### src/rtl/uart_pkg.sv
// Shared UART definitions: byte width, byte type and default receive FIFO depth.
package uart_pkg;

    localparam int UART_DATA_W   = 8;
    localparam int RX_FIFO_DEPTH = 16;

    typedef logic [UART_DATA_W-1:0] uart_byte_t;

endpackage

### src/rtl/rx_fifo_mem.sv
// Purpose: DEPTH x DATA_W register array, one write port and one asynchronous read port.
// Latency: write lands on the clock edge; read is combinational from raddr.
// Backpressure: none, the caller gates we.
module rx_fifo_mem #(
    parameter int DEPTH  = 16,
    parameter int DATA_W = 8,
    localparam int AW    = $clog2(DEPTH)
) (
    input  logic              clk,
    input  logic              we,
    input  logic [AW-1:0]     waddr,
    input  logic [DATA_W-1:0] wdata,
    input  logic [AW-1:0]     raddr,
    output logic [DATA_W-1:0] rdata
);

    logic [DATA_W-1:0] mem [DEPTH];

    // Storage only; contents are deliberately left unreset.
    always_ff @(posedge clk) begin
        if (we) begin
            mem[waddr] <= wdata;
        end
    end

    assign rdata = mem[raddr];

endmodule

### src/rtl/uart_rx_fifo.sv
// Purpose: receive byte FIFO behind the UART receiver, rising-edge write capture, valid/ready pop;
//   optional registered almost_full via UART_RX_FIFO_AF_EN.
// Latency: byte written at edge N appears on rd_data/rd_valid after edge N (first-word fall-through).
// Backpressure: none toward the receiver; a write into a full FIFO with no pop is dropped and sets overflow.
module uart_rx_fifo
    import uart_pkg::*;
#(
    parameter int DEPTH  = RX_FIFO_DEPTH,
    parameter int DATA_W = UART_DATA_W
`ifdef UART_RX_FIFO_AF_EN
    ,
    parameter int AF_THRESH = DEPTH - 2
`endif
) (
    input  logic                       clk,
    input  logic                       rst,
    input  logic                       data_valid,
    input  logic [DATA_W-1:0]          p_data,
    input  logic                       rd_ready,
    input  logic                       flush,
    input  logic                       ovf_clr,
    output logic                       rd_valid,
    output logic [DATA_W-1:0]          rd_data,
    output logic [$clog2(DEPTH+1)-1:0] level,
    output logic                       overflow
`ifdef UART_RX_FIFO_AF_EN
    ,
    output logic                       almost_full
`endif
);

    localparam int AW = $clog2(DEPTH);
    localparam int CW = $clog2(DEPTH + 1);

    logic          dv_q;
    logic [AW-1:0] wr_ptr;
    logic [AW-1:0] rd_ptr;
    logic          wr_evt;
    logic          pop;
    logic          full;
    logic          wr_acc;
    logic          wr_rej;
    logic [CW-1:0] level_nxt;
    logic [DATA_W-1:0] mem_rdata;

    assign wr_evt   = data_valid & ~dv_q;
    assign rd_valid = (level != '0);
    assign pop      = rd_valid & rd_ready;
    assign full     = (level == CW'(DEPTH));
    // A full FIFO still takes a byte when the head leaves in the same cycle.
    assign wr_acc   = wr_evt & (~full | pop);
    assign wr_rej   = wr_evt & full & ~pop;

    always_comb begin
        level_nxt = level;
        if (flush) begin
            level_nxt = '0;
        end else begin
            case ({wr_acc, pop})
                2'b10:   level_nxt = level + CW'(1);
                2'b01:   level_nxt = level - CW'(1);
                default: level_nxt = level;
            endcase
        end
    end

    always_ff @(posedge clk or negedge rst) begin
        if (!rst) begin
            dv_q     <= 1'b0;
            wr_ptr   <= '0;
            rd_ptr   <= '0;
            level    <= '0;
            overflow <= 1'b0;
        end else begin
            dv_q  <= data_valid;
            level <= level_nxt;
            if (flush) begin
                wr_ptr <= '0;
                rd_ptr <= '0;
            end else begin
                if (wr_acc) wr_ptr <= wr_ptr + AW'(1);
                if (pop)    rd_ptr <= rd_ptr + AW'(1);
            end
            // Set beats clear so a drop coinciding with ovf_clr is never lost.
            if (wr_rej) begin
                overflow <= 1'b1;
            end else if (ovf_clr) begin
                overflow <= 1'b0;
            end
        end
    end

`ifdef UART_RX_FIFO_AF_EN
    always_ff @(posedge clk or negedge rst) begin
        if (!rst) begin
            almost_full <= 1'b0;
        end else begin
            almost_full <= (level_nxt >= CW'(AF_THRESH));
        end
    end
`endif

    rx_fifo_mem #(
        .DEPTH  (DEPTH),
        .DATA_W (DATA_W)
    ) u_mem (
        .clk   (clk),
        .we    (wr_acc & ~flush),
        .waddr (wr_ptr),
        .wdata (p_data),
        .raddr (rd_ptr),
        .rdata (mem_rdata)
    );

    assign rd_data = rd_valid ? mem_rdata : '0;

endmodule

### config.mk
export PLATFORM = sky130hd
export DESIGN_NAME = uart_rx_fifo
export DESIGN_NICKNAME = d
export VERILOG_FILES = /design/src/rtl/uart_pkg.sv /design/src/rtl/rx_fifo_mem.sv /design/src/rtl/uart_rx_fifo.sv
export SDC_FILE = /design/constraint.sdc
export NUM_CORES = 1
export LEC_CHECK = 0
export CORE_MARGIN = 5
export CORE_UTILIZATION = 54
export CTS_CLUSTER_SIZE = 14
export DETAILED_ROUTE_END_ITERATION = 10
export GPL_ROUTABILITY_DRIVEN = 0
export PLACE_DENSITY = 0.76
export SYNTH_ARGS = -nofsm -noshare
export SYNTH_HDL_FRONTEND = slang
export SYNTH_SLANG_ARGS = --single-unit
### constraint.sdc
create_clock -name clk -period 2.5 [get_ports clk]
set_input_delay 0.25 -clock clk [delete_from_list [all_inputs] [get_ports clk]]
set_output_delay 0.25 -clock clk [all_outputs]
set_load 0.02 [all_outputs]
---- Word-level counts from Yosys, hierarchy flattened ----
Memory sizes are Yosys's and may differ from the RTL's.
Cells that the tools add are included.
word-level totals
  bits in registers ....................... 15
  memory bits (writable) .................. 128
  output and inout bits ................... 15
  logic and storage cells ................. 40
  memories kept ........................... 1
memories
  name       words  width  rd ports  clocked after memory_dff  write ports  RTL line           text
  u_mem.mem  16     8      1         0                         1            rx_fifo_mem.sv:17  logic [DATA_W-1:0] mem [DEPTH];
operators by class
  add/sub/neg operators ................... 4
  equality and inequality tests ........... 3
  mux-type cells .......................... 11
  bitwise operators ....................... 11
  reductions and logical operators ........ 5
operators by type and width
  cell                                                  number
  two-way mux 4 bit                                     4
  one-hot mux 5 bit (2 select lines)                    1
  adder 4 x 1 -> 4 bit (second input constant)          2
  two-way mux 8 bit                                     1
  bitwise AND 1 bit                                     6
  nonzero test 2 bit                                    3
  adder 5 x 1 -> 5 bit (second input constant)          1
  equality test 5 bit (second input constant)           1
  two-way mux 5 bit                                     1
  nonzero test 5 bit                                    1
  subtractor 5 x 1 -> 5 bit (second input constant)     1
  two-way mux 1 bit                                     4
  inverter 1 bit                                        4
  nonzero test 3 bit                                    1
  equality test 2 x 1 -> 1 bit (second input constant)  1
  equality test 2 bit (second input constant)           1
  OR 1 bit                                              1

---- Logic depth before layout (Yosys ltp) ----
Gate-level depths: netlist (run 1).
  depth in word-level cells ............... 7
  depth in mapped cells ................... 10
  gate-level depth less buffers ........... 9

---- Hierarchy ----
Synthesis (run 1) repeated with hierarchy kept, for this count alone.
second synthesis, totals
  cell total of the unflattened synthesis .. 322
  area total of the unflattened synthesis .. 5934.4 µm²
modules (own cells, without submodules)
  module        times used  cells an instance  area an instance (µm²)
  rx_fifo_mem   1           221                4987.3
  uart_rx_fifo  1           101                947.2

---- Least setup slack after synthesis (run 1) ----
OpenSTA, ideal clock, no wires.
  kind .................................... reg2reg
  from .................................... reg level[0]
  to ...................................... reg level[4]
  setup time .............................. 0.130 ns
  arrival time ............................ 2.288 ns
  required time ........................... 2.370 ns
  setup slack ............................. 0.083 ns
  stages on the path, launching flop included .. 9
  path buffers ............................ 0
  clock period less this slack ............ 2.417 ns
  cells stage by stage .................... dfrtp_1 nor4_4 a211oi_4 ha_1 nor2_1 or3_1 a221o_1 a32oi_1 o41ai_1
on the way
  longest elaborated chain between the ends .. 7
  elaborated cells on any way between the ends .. 13
ends and longest elaborated chain
  item                                                                 RTL line                                text
  start, declared                                                      uart_rx_fifo.sv:24                      output logic [$clog2(DEPTH+1)-1:0] level,
  start signal, assigned                                               uart_rx_fifo.sv:76                      level <= level_nxt;
  nonzero test 5 bit or equality test 5 bit (tied branches)            uart_rx_fifo.sv:47, uart_rx_fifo.sv:49
  bitwise AND 1 bit or inverter 1 bit (tied branches)                  uart_rx_fifo.sv:48, uart_rx_fifo.sv:51
  OR 1 bit                                                             uart_rx_fifo.sv:51                      assign wr_acc = wr_evt & (~full | pop);
  bitwise AND 1 bit                                                    uart_rx_fifo.sv:51
  equality test 2 x 1 -> 1 bit or equality test 2 bit (tied branches)  uart_rx_fifo.sv:59                      case ({wr_acc, pop})
  one-hot mux 5 bit (2 select lines)                                   uart_rx_fifo.sv:59
  two-way mux 5 bit                                                    uart_rx_fifo.sv:56                      if (flush) begin
Several ways; a longest one is shown, not always the timed one.
A chain may end at the register's enable or synchronous reset.

---- Final worst setup path (run 1) ----
  from .................................... reg rd_ptr[0]
  to ...................................... out rd_data[4]
on the way
  longest elaborated chain between the ends .. 2
ends and longest elaborated chain
  item                    RTL line             text
  start, declared         uart_rx_fifo.sv:37   logic [AW-1:0] rd_ptr;
  start signal, assigned  uart_rx_fifo.sv:82   if (pop) rd_ptr <= rd_ptr + AW'(1);
  memory (16 x 8 bit)     n/a
  two-way mux 8 bit       uart_rx_fifo.sv:115  assign rd_data = rd_valid ? mem_rdata : '0;
  end, declared           uart_rx_fifo.sv:23   output logic [DATA_W-1:0] rd_data,
Every way passes these cells.

==> impl_metrics.ini, run 1 <==
[global_routing]
grt_pass1_vias = 3367
antenna_found_initial = 0
grt_pass1_wl_um = 20150
grt_max_degree = 36
grt_use_total = 0.2145
grt.overflow.total = 0

[synth]
avgSynthCellArea_um2 = 19.04
synth_cell_types = 39
yosys.area.top_type_share = 0.6513
synthesis.nets = 331
synthTopCellsByArea = edfxtp_1, mux4_2, dfrtp_1
yosysSeqAreaShare = 0.7149
synth-seq-cells = 143
async_reset_ff_frac = 0.1049
synth_edf_count = 128
synth_commonest_cells = edfxtp_1, mux4_2, nor2_1
ys.flop_type = edfxtp_1
netlist_area_um2 = 5902
yosysMostFrequentCell = edfxtp_1
yosysWarnings = 0
netlist_instances = 310
synth_area_leader_cell = edfxtp_1

[worst_setup_path]
criticalPathCategory = reg -> out
crit_slowest_cell = mux4_2
worst_ep_required_time_ps = 2250
cpPeakStageDelay_ps = 550
timing.reg2reg.setup_slack_ps = 80
crit_path_max_fanout = 5
cp.arrival_ps = 2560
cp-start-kind = register
crit_path_end_kind = output port
path_cells = buf_12 -> buf_12 -> mux4_2 -> mux4_2 -> and2_4 -> buf_6

[finish]
synthToLayoutAreaGrowth_pct = 24.91
final_area_um2 = 7372
diodes = 0
stdcell_count = 541
drive_above_1_share = 0.3416
nets = 410
n_fill_cell = 669

[timing]
setup_viol = 8
worst_pin_slew_ps = 750.4
rsz0062_at_grt = true
fin_setup_tns_ps = -2178
slew_viol_final = 0
period_needed_ps = 2812
setup_ws_ps = -312.1
slew_headroom = 0.4982
final.period_utilization = 1.125
hold_viol = 0
fin_skew_ps = 7.276
max_freq_ghz = 0.3556

[place]
dp_cells = 498
io_buffers = 28
place_hpwl_um = 7884
placed_cell_area_um2 = 6543

[run]
cap_violations = 0

[routing]
drtPass1Iterations = 5
antenna_left = 0
wire_per_inst_um = 24.11
drt_iter0_markers = 401
wirelength_um = 13040
drc = 0
via_per_inst = 6.017
dr_total_vias = 3255

[floorplan]
start_util = 0.5468
die_area_um2 = 13120
core_area_um2 = 10790
ioPinCount = 29
rows = 38
die_y_um = 114.5
die_x_um = 114.5

[power]
power_per_cell_area_nw_per_um2 = 1056
irDropWorstVdd_v = 0.0005933
totalPowerFinal_mw = 7.786
power_leakage_nw = 2.508

[clock_network]
cts_tree = yes
path_clk_slew_ps = 60
cts_inserted_buffers = 17
cts_hold_buffers = 0
htreeDepth = 4
cts-root-buf = clkbuf_8
cts_num_sinks = 143
clockBufferDepth = 2
insertion_delay_ps = 520

[min_path]
hold_path_class = in -> async

[status]
violations = setup timing
status = complete, but fails checks
## routing by layer
| layer | vias up | part of all wire | global-route usage |
|---|---|---|---|
| met2 | 150 | 0.50 | 0.3438 |
| li1 | 1399 | - | - |
| met4 | 0 | 0.018 | 0.07759 |
| met3 | 18 | 0.075 | 0.06237 |
| met5 | - | 0 | 0 |
| met1 | 1688 | 0.41 | 0.2817 |
## worst max-delay path, delay by kind of cell (launching register included)
kind | cells | cell delay [ps]
flops | 1 | 440
mux | 2 | 1070
buf+inv | 3 | 380
simple gates | 1 | 160
## stage by stage
stage / setup WS (ps) / hold slack [ps] / util
after floorplan: 82.54 / -45.59 / -
after global placement: -120.4 / 511.3 / 0.6062
after detailed placement: -125.7 / 549.5 / 0.6062
after CTS: -308.8 / 181.6 / 0.6807
after global routing: -372.7 / 215.9 / 0.6831
final: -312.1 / 179.6 / 0.6831
## flip-flops by register name (all words and copies together), names as in the netlist
name,flops
u_mem.mem,128
level,5
rd_ptr,4
wr_ptr,4
dv_q,1
overflow,1
## layout by cell type, fill, tap and decap left out, types with 3 or more instances in the layout
master,n
edfxtp_1,128
mux4_2,40
buf_4,34
nor2_1,29
clkdlybuf4s50_1,19
clkbuf_16,16
dfrtp_1,13
nand2_1,12
buf_6,10
inv_1,8
and2_4,8
a21oi_1,8
ha_1,7
nand3_1,6
buf_12,6
xnor2_1,5
clkinvlp_4,4
xor2_1,3
or3_1,3
inv_6,3
bufinv_16,3
buf_16,3
## path summary, 6_finish.rpt
kind,start,endpoint,depth (start not counted)
max,rd_ptr[0],rd_data[4],6
max in group asynchronous,rst,rd_ptr[0],1
min,rst,wr_ptr[1],1
min in group clk,data_valid,dv_q,2
min reg2reg,overflow,overflow,2
max reg2reg,level[1],level[4],9
## final cells by class
class	instances	area, um2	share of cell area
clock inverter	13	163.9	0.02223
sequential	143	4222	0.5726
inverter	8	30.03	0.004073
multi-input combinational	146	1590	0.2157
clock buffer	18	417.9	0.05669
timing repair buffer	73	773.2	0.1049
tap	140	175.2	0.02376
## where the power goes
group          leakage (nW)  total, mW  switching [mW]  internal [mW]
Clock                 0.272       2.49           0.967           1.52
Combinational         0.885       2.56            1.15           1.41
Sequential             1.35       2.74          0.0715           2.66
## cells by family (layout without fill, tap and decap cells)
logic type	Yosys count	count (layout)	share of synthesized area
flip-flops	143	143	0.7149
AND/OR/NAND/NOR	67	67	0.05512
multiplexers	42	42	0.1560
AO/OA/AOI/OAI	22	22	0.02714
buffers and inverters	21	112	0.02014
XOR/XNOR	8	8	0.01187
adder cells (fa/ha/maj)	7	7	0.01484
## what timing repair did
action	4_1_cts	5_1_grt
setup buffers	7	2
gates cloned	3	0
pin swaps	9	2
setup endpoints to repair	9	10
gates resized for setup	67	4
(Power assumes the default switching activity.)
==> run 2: changes to the inputs <==
--- a/config.mk
+++ b/config.mk
@@ -6,11 +6,12 @@
 export NUM_CORES = 1
 export LEC_CHECK = 0
 export CORE_MARGIN = 5
-export CORE_UTILIZATION = 54
+export CORE_UTILIZATION = 50
 export CTS_CLUSTER_SIZE = 14
 export DETAILED_ROUTE_END_ITERATION = 10
 export GPL_ROUTABILITY_DRIVEN = 0
-export PLACE_DENSITY = 0.76
+export PLACE_DENSITY = 0.71
 export SYNTH_ARGS = -nofsm -noshare
 export SYNTH_HDL_FRONTEND = slang
 export SYNTH_SLANG_ARGS = --single-unit
+export TNS_END_PERCENT = 10
==> run 2 against run 1 <==
The run still ends with setup timing left. Final cell count grew 1.1%. Design area shrank 1.6%. Combinational power shrank 17%. Largest power group unchanged. Clock power shrank 5%.
==> impl_metrics.ini, run 2 (synthesis gave the netlist of run 1 again) <==
[status]
status = complete, but fails checks
violations = setup timing

[timing]
setup_viol = 8
slew_headroom = 0.5167
worst_pin_slew_ps = 722.6
fin_skew_ps = 10.56
rsz0062_at_grt = true
slew_viol_final = 0
period_needed_ps = 2708
hold_viol = 0
setup_ws_ps = -208.4
max_freq_ghz = 0.3692
final.period_utilization = 1.083

[global_routing]
grt_pass1_wl_um = 19750
grt_pass1_vias = 3275
antenna_found_initial = 0
grt.overflow.total = 0
grt_use_total = 0.1924
grt_max_degree = 29

[routing]
drt_iter0_markers = 300
antenna_left = 0
drtPass1Iterations = 4
dr_total_vias = 3212
via_per_inst = 5.872
drc = 0
wire_per_inst_um = 23.20
wirelength_um = 12690

[clock_network]
cts_inserted_buffers = 17
clockBufferDepth = 2
cts_num_sinks = 143
htreeDepth = 4
cts-root-buf = clkbuf_16
insertion_delay_ps = 420
cts_tree = yes
path_clk_slew_ps = 60
cts_hold_buffers = 0

[finish]
reg_top3 = u_mem.mem: 128 flops, level: 5 flops
nets = 412
largest_register = u_mem.mem
final_area_um2 = 7251
largest_register_ffs = 128
synthToLayoutAreaGrowth_pct = 22.85
final_util = 0.6296
final_common_cell = edfxtp_1
diodes = 0
final_cell_mix = edfxtp_1, buf_4, mux4_2, nor2_1, clkdlybuf4s50_1
drive_above_1_share = 0.3342

[place]
dp_slack_ps = -120.0
placed_cell_area_um2 = 6629
io_buffers = 28
place_hpwl_um = 8263

[worst_setup_path]
crit_path_end_kind = output port
criticalPathCategory = reg -> out
cpPeakStageDelay_ps = 510
crit_path_max_fanout = 7
cp.arrival_ps = 2460
worst_ep_required_time_ps = 2250
path_cells = buf_12 -> buf_12 -> mux4_2 -> mux4_2 -> and2_4 -> buf_6
cp-start-kind = register
crit_slowest_cell = dfrtp_2

[floorplan]
die_area_um2 = 14080
die_y_um = 118.6
start_util = 0.5125
core_area_um2 = 11520
ioPinCount = 29
die_x_um = 118.6
rows = 39

[power]
totalPowerFinal_mw = 7.241
power_leakage_nw = 2.479
irDropWorstVdd_v = 0.0005288
power_per_cell_area_nw_per_um2 = 998.7

[run]
cap_violations = 0

[min_path]
hold_path_class = in -> async
## run 2: final cells by class
| class | instances | area [um2] |
|---|---|---|
| Sequential cell | 143 | 4220 |
| Tap cell | 143 | 178.9 |
| Inverter | 8 | 30.03 |
| Clock buffer | 17 | 425.4 |
| Multi-Input combinational cell | 146 | 1577 |
| Clock inverter | 15 | 135.1 |
| Timing Repair Buffer | 75 | 684.4 |
| Fill cell | 783 | 4265 |
## run 2: stage by stage
stage | hold WS [ps] | setup TNS [ps] | cells
5_1_grt | 302.0 | -2124 | 547
3_3_place_gp | 510.8 | -746.4 | 512
6_report | 267.5 | -1377 | 547
4_1_cts | 273.6 | -1620 | 548
3_5_place_dp | 519.5 | -848.7 | 512
2_1_floorplan | -45.59 | 0 | 310
## run 2: final timing paths
path / start / end / slack (ps) / cells after the start
worst max-delay path: rd_ptr[0] / rd_data[4] / -210 / 6
worst min-delay path: rst / dv_q / 270 / 1
max in group asynchronous: rst / rd_ptr[0] / 1730 / 1
worst max register to register: level[1] / level[4] / 140 / 8
min in group clk: ovf_clr / overflow / 410 / 2
worst min register to register: overflow / overflow / 530 / 2
## run 2: timing repair
item,CTS,global route
setup buffers,3,0
endpoints found under the setup margin,8,10
gates resized for setup,47,4
pin swaps,3,2
gates cloned,1,0
hold endpoints to repair,0,0
## run 2: layer usage
layer  routed length [um]  up-vias  GRT usage  share of wire
met5                    0        -          0              0
met4                  129        0    0.05793          0.010
met3                  739       10    0.06208          0.058
met2                 6314      111     0.3009           0.50
met1                 5505     1677     0.2612           0.43
li1                     -     1414          -              -
## run 2: critical path: cells and delay by family (launching register included)
family / cells / cell delay [ps]
muxes: 2 / 990
and+or+nand+nor: 1 / 160
DFF: 1 / 510
buffers and inverters: 3 / 390
## run 2: where the power goes
part           total, mW  internal (mW)  switching (mW)
Clock               2.37           1.38           0.989
Sequential          2.74           2.66          0.0822
Combinational       2.13           1.12            1.01
Total               7.24           5.16            2.08
==> run 3: changes to the inputs <==
--- a/config.mk
+++ b/config.mk
@@ -5,12 +5,13 @@
 export SDC_FILE = /design/constraint.sdc
 export NUM_CORES = 1
 export LEC_CHECK = 0
+export ABC_CLOCK_PERIOD_IN_PS = 2500
 export CORE_MARGIN = 5
-export CORE_UTILIZATION = 50
+export CORE_UTILIZATION = 54
 export CTS_CLUSTER_SIZE = 14
 export DETAILED_ROUTE_END_ITERATION = 10
 export GPL_ROUTABILITY_DRIVEN = 0
-export PLACE_DENSITY = 0.71
+export PLACE_DENSITY = 0.76
 export SYNTH_ARGS = -nofsm -noshare
 export SYNTH_HDL_FRONTEND = slang
 export SYNTH_SLANG_ARGS = --single-unit
==> run 3 against run 2 <==
Global-route usage rose by 1.9 points. Critical endpoint unchanged. The run still ends with setup timing left. Via count increased by 0.81%. Flip-flop and latch count unchanged. Largest power group unchanged.
==> impl_metrics.ini, run 3 (synthesis gave the netlist of run 1 again) <==
[routing]
drt_iter0_markers = 408
wirelength_um = 12760
drc = 0
antenna_left = 0
via_per_inst = 6.030
wire_per_inst_um = 23.76
dr_total_vias = 3238
drtPass1Iterations = 4

[worst_setup_path]
cp-start-kind = register
worst_ep_required_time_ps = 2250
cp_num_buf_inv = 3
worstRegToRegCells = 8
cpPeakStageDelay_ps = 550
path_cells = buf_12 -> buf_12 -> mux4_2 -> mux4_2 -> and2_4 -> buf_6
timing.reg2reg.setup_slack_ps = 60
timing.rr.start = level[1]
crit_slowest_cell = mux4_2
r2r-end = level[4]
crit_path_max_fanout = 5
cp.arrival_ps = 2550
crit_family = multiplexers
crit_path_end_kind = output port
criticalPathCategory = reg -> out

[timing]
worst_pin_slew_ps = 752.6
slew_headroom = 0.4967
setup_viol = 8
slew_viol_final = 0
rsz0062_at_grt = true
setup_ws_ps = -301.9
final.period_utilization = 1.121
hold_viol = 0
period_needed_ps = 2802
max_freq_ghz = 0.3569
fin_skew_ps = 6.599

[global_routing]
grt_max_degree = 36
grt_pass1_vias = 3327
grt_pass1_wl_um = 19820
antenna_found_initial = 0
grt.overflow.total = 0
grt_use_total = 0.2116

[finish]
largest_register = u_mem.mem
nets = 406
reg_top3 = u_mem.mem: 128 flops, level: 5 flops
drive_above_1_share = 0.3300
largest_register_ffs = 128
final_area_um2 = 7323
diodes = 0
synthToLayoutAreaGrowth_pct = 24.08
final_cell_mix = edfxtp_1, mux4_2, buf_4, nor2_1, clkdlybuf4s50_1
stdcell_count = 537
final_common_cell = edfxtp_1

[clock_network]
cts_num_sinks = 143
htreeDepth = 4
cts_hold_buffers = 0
insertion_delay_ps = 520
cts_tree = yes
clockBufferDepth = 2
cts_inserted_buffers = 17
path_clk_slew_ps = 60
cts-root-buf = clkbuf_8

[place]
place_hpwl_um = 7884
placed_cell_area_um2 = 6543
io_buffers = 28
dp_cells = 498

[run]
cap_violations = 0

[floorplan]
ioPinCount = 29
start_util = 0.5468
die_x_um = 114.5
core_area_um2 = 10790
die_y_um = 114.5
die_area_um2 = 13120
rows = 38

[min_path]
hold_path_class = in -> async

[status]
status = complete, but fails checks
violations = setup timing

[power]
power_per_cell_area_nw_per_um2 = 1039
power_leakage_nw = 2.485
totalPowerFinal_mw = 7.609
irDropWorstVdd_v = 0.0004918
==> run 3: worst max path at each step <==
stage                    from    endpoint  slack, ps  depth (start not counted)
detailed placement  rd_ptr[0]  rd_data[0]       -130                          5
global route        rd_ptr[0]  rd_data[4]       -370                          6
floorplan            level[0]    level[4]         80                          8
finish              rd_ptr[0]  rd_data[4]       -300                          6
CTS                 rd_ptr[0]  rd_data[6]       -310                          6
global placement    rd_ptr[0]  rd_data[6]       -120                          5
==> run 3: where the power goes <==
| part | switching, mW | internal, mW | leakage, nW | total [mW] |
|---|---|---|---|---|
| registers | 0.0689 | 2.66 | 1.35 | 2.73 |
| clock network | 0.966 | 1.52 | 0.272 | 2.48 |
| logic | 1.09 | 1.30 | 0.860 | 2.39 |
==> run 3: per-stage QoR <==
step	setup slack [ps]	hold slack, ps	utilization	setup TNS (ps)
6_report	-301.9	179.4	0.6785	-2132
3_5_place_dp	-125.7	549.5	0.6062	-826.4
3_3_place_gp	-120.4	511.3	0.6062	-606.9
5_1_grt	-372.7	220.1	0.6785	-2801
4_1_cts	-308.8	181.6	0.6782	-2406
2_1_floorplan	82.54	-45.59	-	0
==> run 3: layout make-up <==
class	instances	area, um2
clock inverters	13	163.9
fillers	674	3470
flip-flops and latches	143	4220
multi-input cells	146	1585
well taps	140	175.2
clock buffers	18	417.9
repair buffers	69	730.7
inverters	8	30.03
==> run 3: layer usage <==
layer / vias up / wire (um) / GRT usage
met2: 141 / 6327 / 0.3349
met5: - / 0 / 0
met1: 1687 / 5194 / 0.2810
met3: 21 / 992 / 0.06237
li1: 1389 / - / -
met4: 0 / 242 / 0.07759
==> run 3: what timing repair did <==
item,CTS,global route
gates resized for setup,67,2
cloned,3,0
setup buffers,5,0
pin swaps,8,2
setup endpoints to repair,9,10
hold endpoints to repair,0,0
==> RTL change, RTL diff (config.mk and constraints of run 2) <==
Put one more register stage on the output `overflow`, cleared by the reset. The value now appears one clock later. The other outputs are not delayed to match.
--- a/src/rtl/uart_rx_fifo.sv
+++ b/src/rtl/uart_rx_fifo.sv
@@ -31,6 +31,8 @@
 
     localparam int AW = $clog2(DEPTH);
     localparam int CW = $clog2(DEPTH + 1);
+
+    logic overflow_s0;
 
     logic          dv_q;
     logic [AW-1:0] wr_ptr;
@@ -70,7 +72,7 @@
             wr_ptr   <= '0;
             rd_ptr   <= '0;
             level    <= '0;
-            overflow <= 1'b0;
+            overflow_s0 <= 1'b0;
         end else begin
             dv_q  <= data_valid;
             level <= level_nxt;
@@ -83,9 +85,9 @@
             end
             // Set beats clear so a drop coinciding with ovf_clr is never lost.
             if (wr_rej) begin
-                overflow <= 1'b1;
+                overflow_s0 <= 1'b1;
             end else if (ovf_clr) begin
-                overflow <= 1'b0;
+                overflow_s0 <= 1'b0;
             end
         end
     end
@@ -114,5 +116,13 @@
 
     assign rd_data = rd_valid ? mem_rdata : '0;
 
+    always_ff @(posedge clk or negedge rst) begin
+        if (!rst) begin
+            overflow <= '0;
+        end else begin
+            overflow <= overflow_s0;
+        end
+    end
+
 endmodule
 
Function: same outputs for any inputs over 10 cycles, from zero or initial values and one cycle with rst low; that may be too few to reach the edited logic, so the function may still have changed.
==> RTL change against run 2 <==
  * The run still ends with setup timing left
  * Area after synthesis up 0.42%
  * Register-to-register slack better by 0.05 ns
  * Final cell count down 0.37%
  * Design area up 1.2%
  * Via count down 1.4%
  * Clock skew down 0.00071 ns
  * Critical path depth unchanged
  * Power up 3.7%
  * Count of clock-buffer cells in the layout unchanged
  * Worst setup slack better by 0.037 ns
  * Routed wire length up 0.26%
  * Fmax up 1.4%
  * Sequential cell count up 1
  * Critical path type unchanged
==> RTL change: results (changes against run 2) <==
[finish]
drive_above_1_share = 0.3358  ; +0.001662
n_all_buffers = 72  ; -4.0%
nets = 410  ; -0.49%
nonClkBufAreaFrac = 0.09647  ; +0.002080
seq_share = 0.5783  ; -0.003735
final-clk-cell-share = 0.08164  ; +0.004335

[yosys]
synth_flop_cell = edfxtp_1
synth_nets = 332  ; +0.30%
async_flop_share = 0.1111  ; +0.006216
yosysSeqAreaShare = 0.7161  ; +0.001204
synth-seq-cells = 144  ; +0.70%
synthTopCellsByArea = edfxtp_1 (65%), mux4_2 (15%), dfrtp_1 (6.8%), nor2_1 (1.8%), ha_1 (1.5%)
synth_common_cells = edfxtp_1 (128), mux4_2 (40), nor2_1 (29)

[global_route]
met3_usage = 0.05687  ; -0.005210
grt_pass1_wl_um = 19860  ; +0.56%
use_met1 = 0.2785  ; +0.01735
use_met2 = 0.2885  ; -0.01243
grt_max_degree = 36  ; +24%

[routing]
drt-met1-wl_um = 5387  ; -2.1%
wl_met3_um = 1014  ; +37%
avgViaCountPerCell = 5.809  ; -1.1%
wl_met2_um = 6142  ; -2.7%
firstDrtPassIters = 5  ; +1
postRouteWirelength_um = 12720  ; +0.26%

[clock_tree]
ctsResizeCount = 54  ; +15%

[pwr]
vdd_ir_drop_max_mv = 0.4048  ; -23%
switching_power_mw = 2.127  ; +2.2%
powerComb_mw = 2.22  ; +4%
pwr-share-clk = 0.337  ; +0.010
leakage_nw = 2.513  ; +1.3%

[outcome]
status = complete, but fails checks
violations = setup timing

[worst_hold_path]
worst_hold_path_type = primary input to asynchronous set/reset pin

[sta]
relSlewSlack = 0.4755  ; -0.04120
final.setup.worst_slack_ns = -0.1712  ; +0.03725 ns
fin_setup_tns_ns = -1.010  ; +0.3671 ns
skew_ns = 0.009847  ; -0.0007092 ns
finalSetupViolCount = 8  ; unchanged

[worst_setup_path]
cp_slowest_cell = mux4_2
endpoint = rd_data[0]
r2r_slack_ns = 0.19  ; +0.05 ns
cp.arrival_ns = 2.42  ; -0.04 ns

[placed_design]
dp_hpwl_um = 8068  ; -2.4%

RTL change: through the flow:
step | cell area (sq um) | std cells | power [mW] | hold slack, ns | setup WS, ns
final | 7341 | 545 | 7.508 | 0.2975 | -0.1712
after global placement | 6624 | 509 | 4.765 | 0.3611 | -0.08438
after global routing | 7341 | 545 | 7.838 | 0.3456 | -0.2597
after floorplan | 5927 | 311 | 4.059 | -0.04559 | 0.08254
after CTS | 7345 | 546 | 7.560 | 0.3000 | -0.1829
after detailed placement | 6624 | 509 | 4.792 | 0.3828 | -0.09263
RTL change: cell families (layout without fill, tap and decap cells):
| group | count (synthesis) | in the layout | share of synthesized area |
|---|---|---|---|
| buffers and inverters | 21 | 112 | 0.02005 |
| xor gates and xnor gates | 8 | 8 | 0.01182 |
| AOI/OAI and AO/OA | 22 | 22 | 0.02702 |
| and+or+nand+nor | 67 | 67 | 0.05489 |
| muxes | 42 | 42 | 0.1554 |
| DFF | 144 | 144 | 0.7161 |
| adders and majority gates | 7 | 7 | 0.01478 |
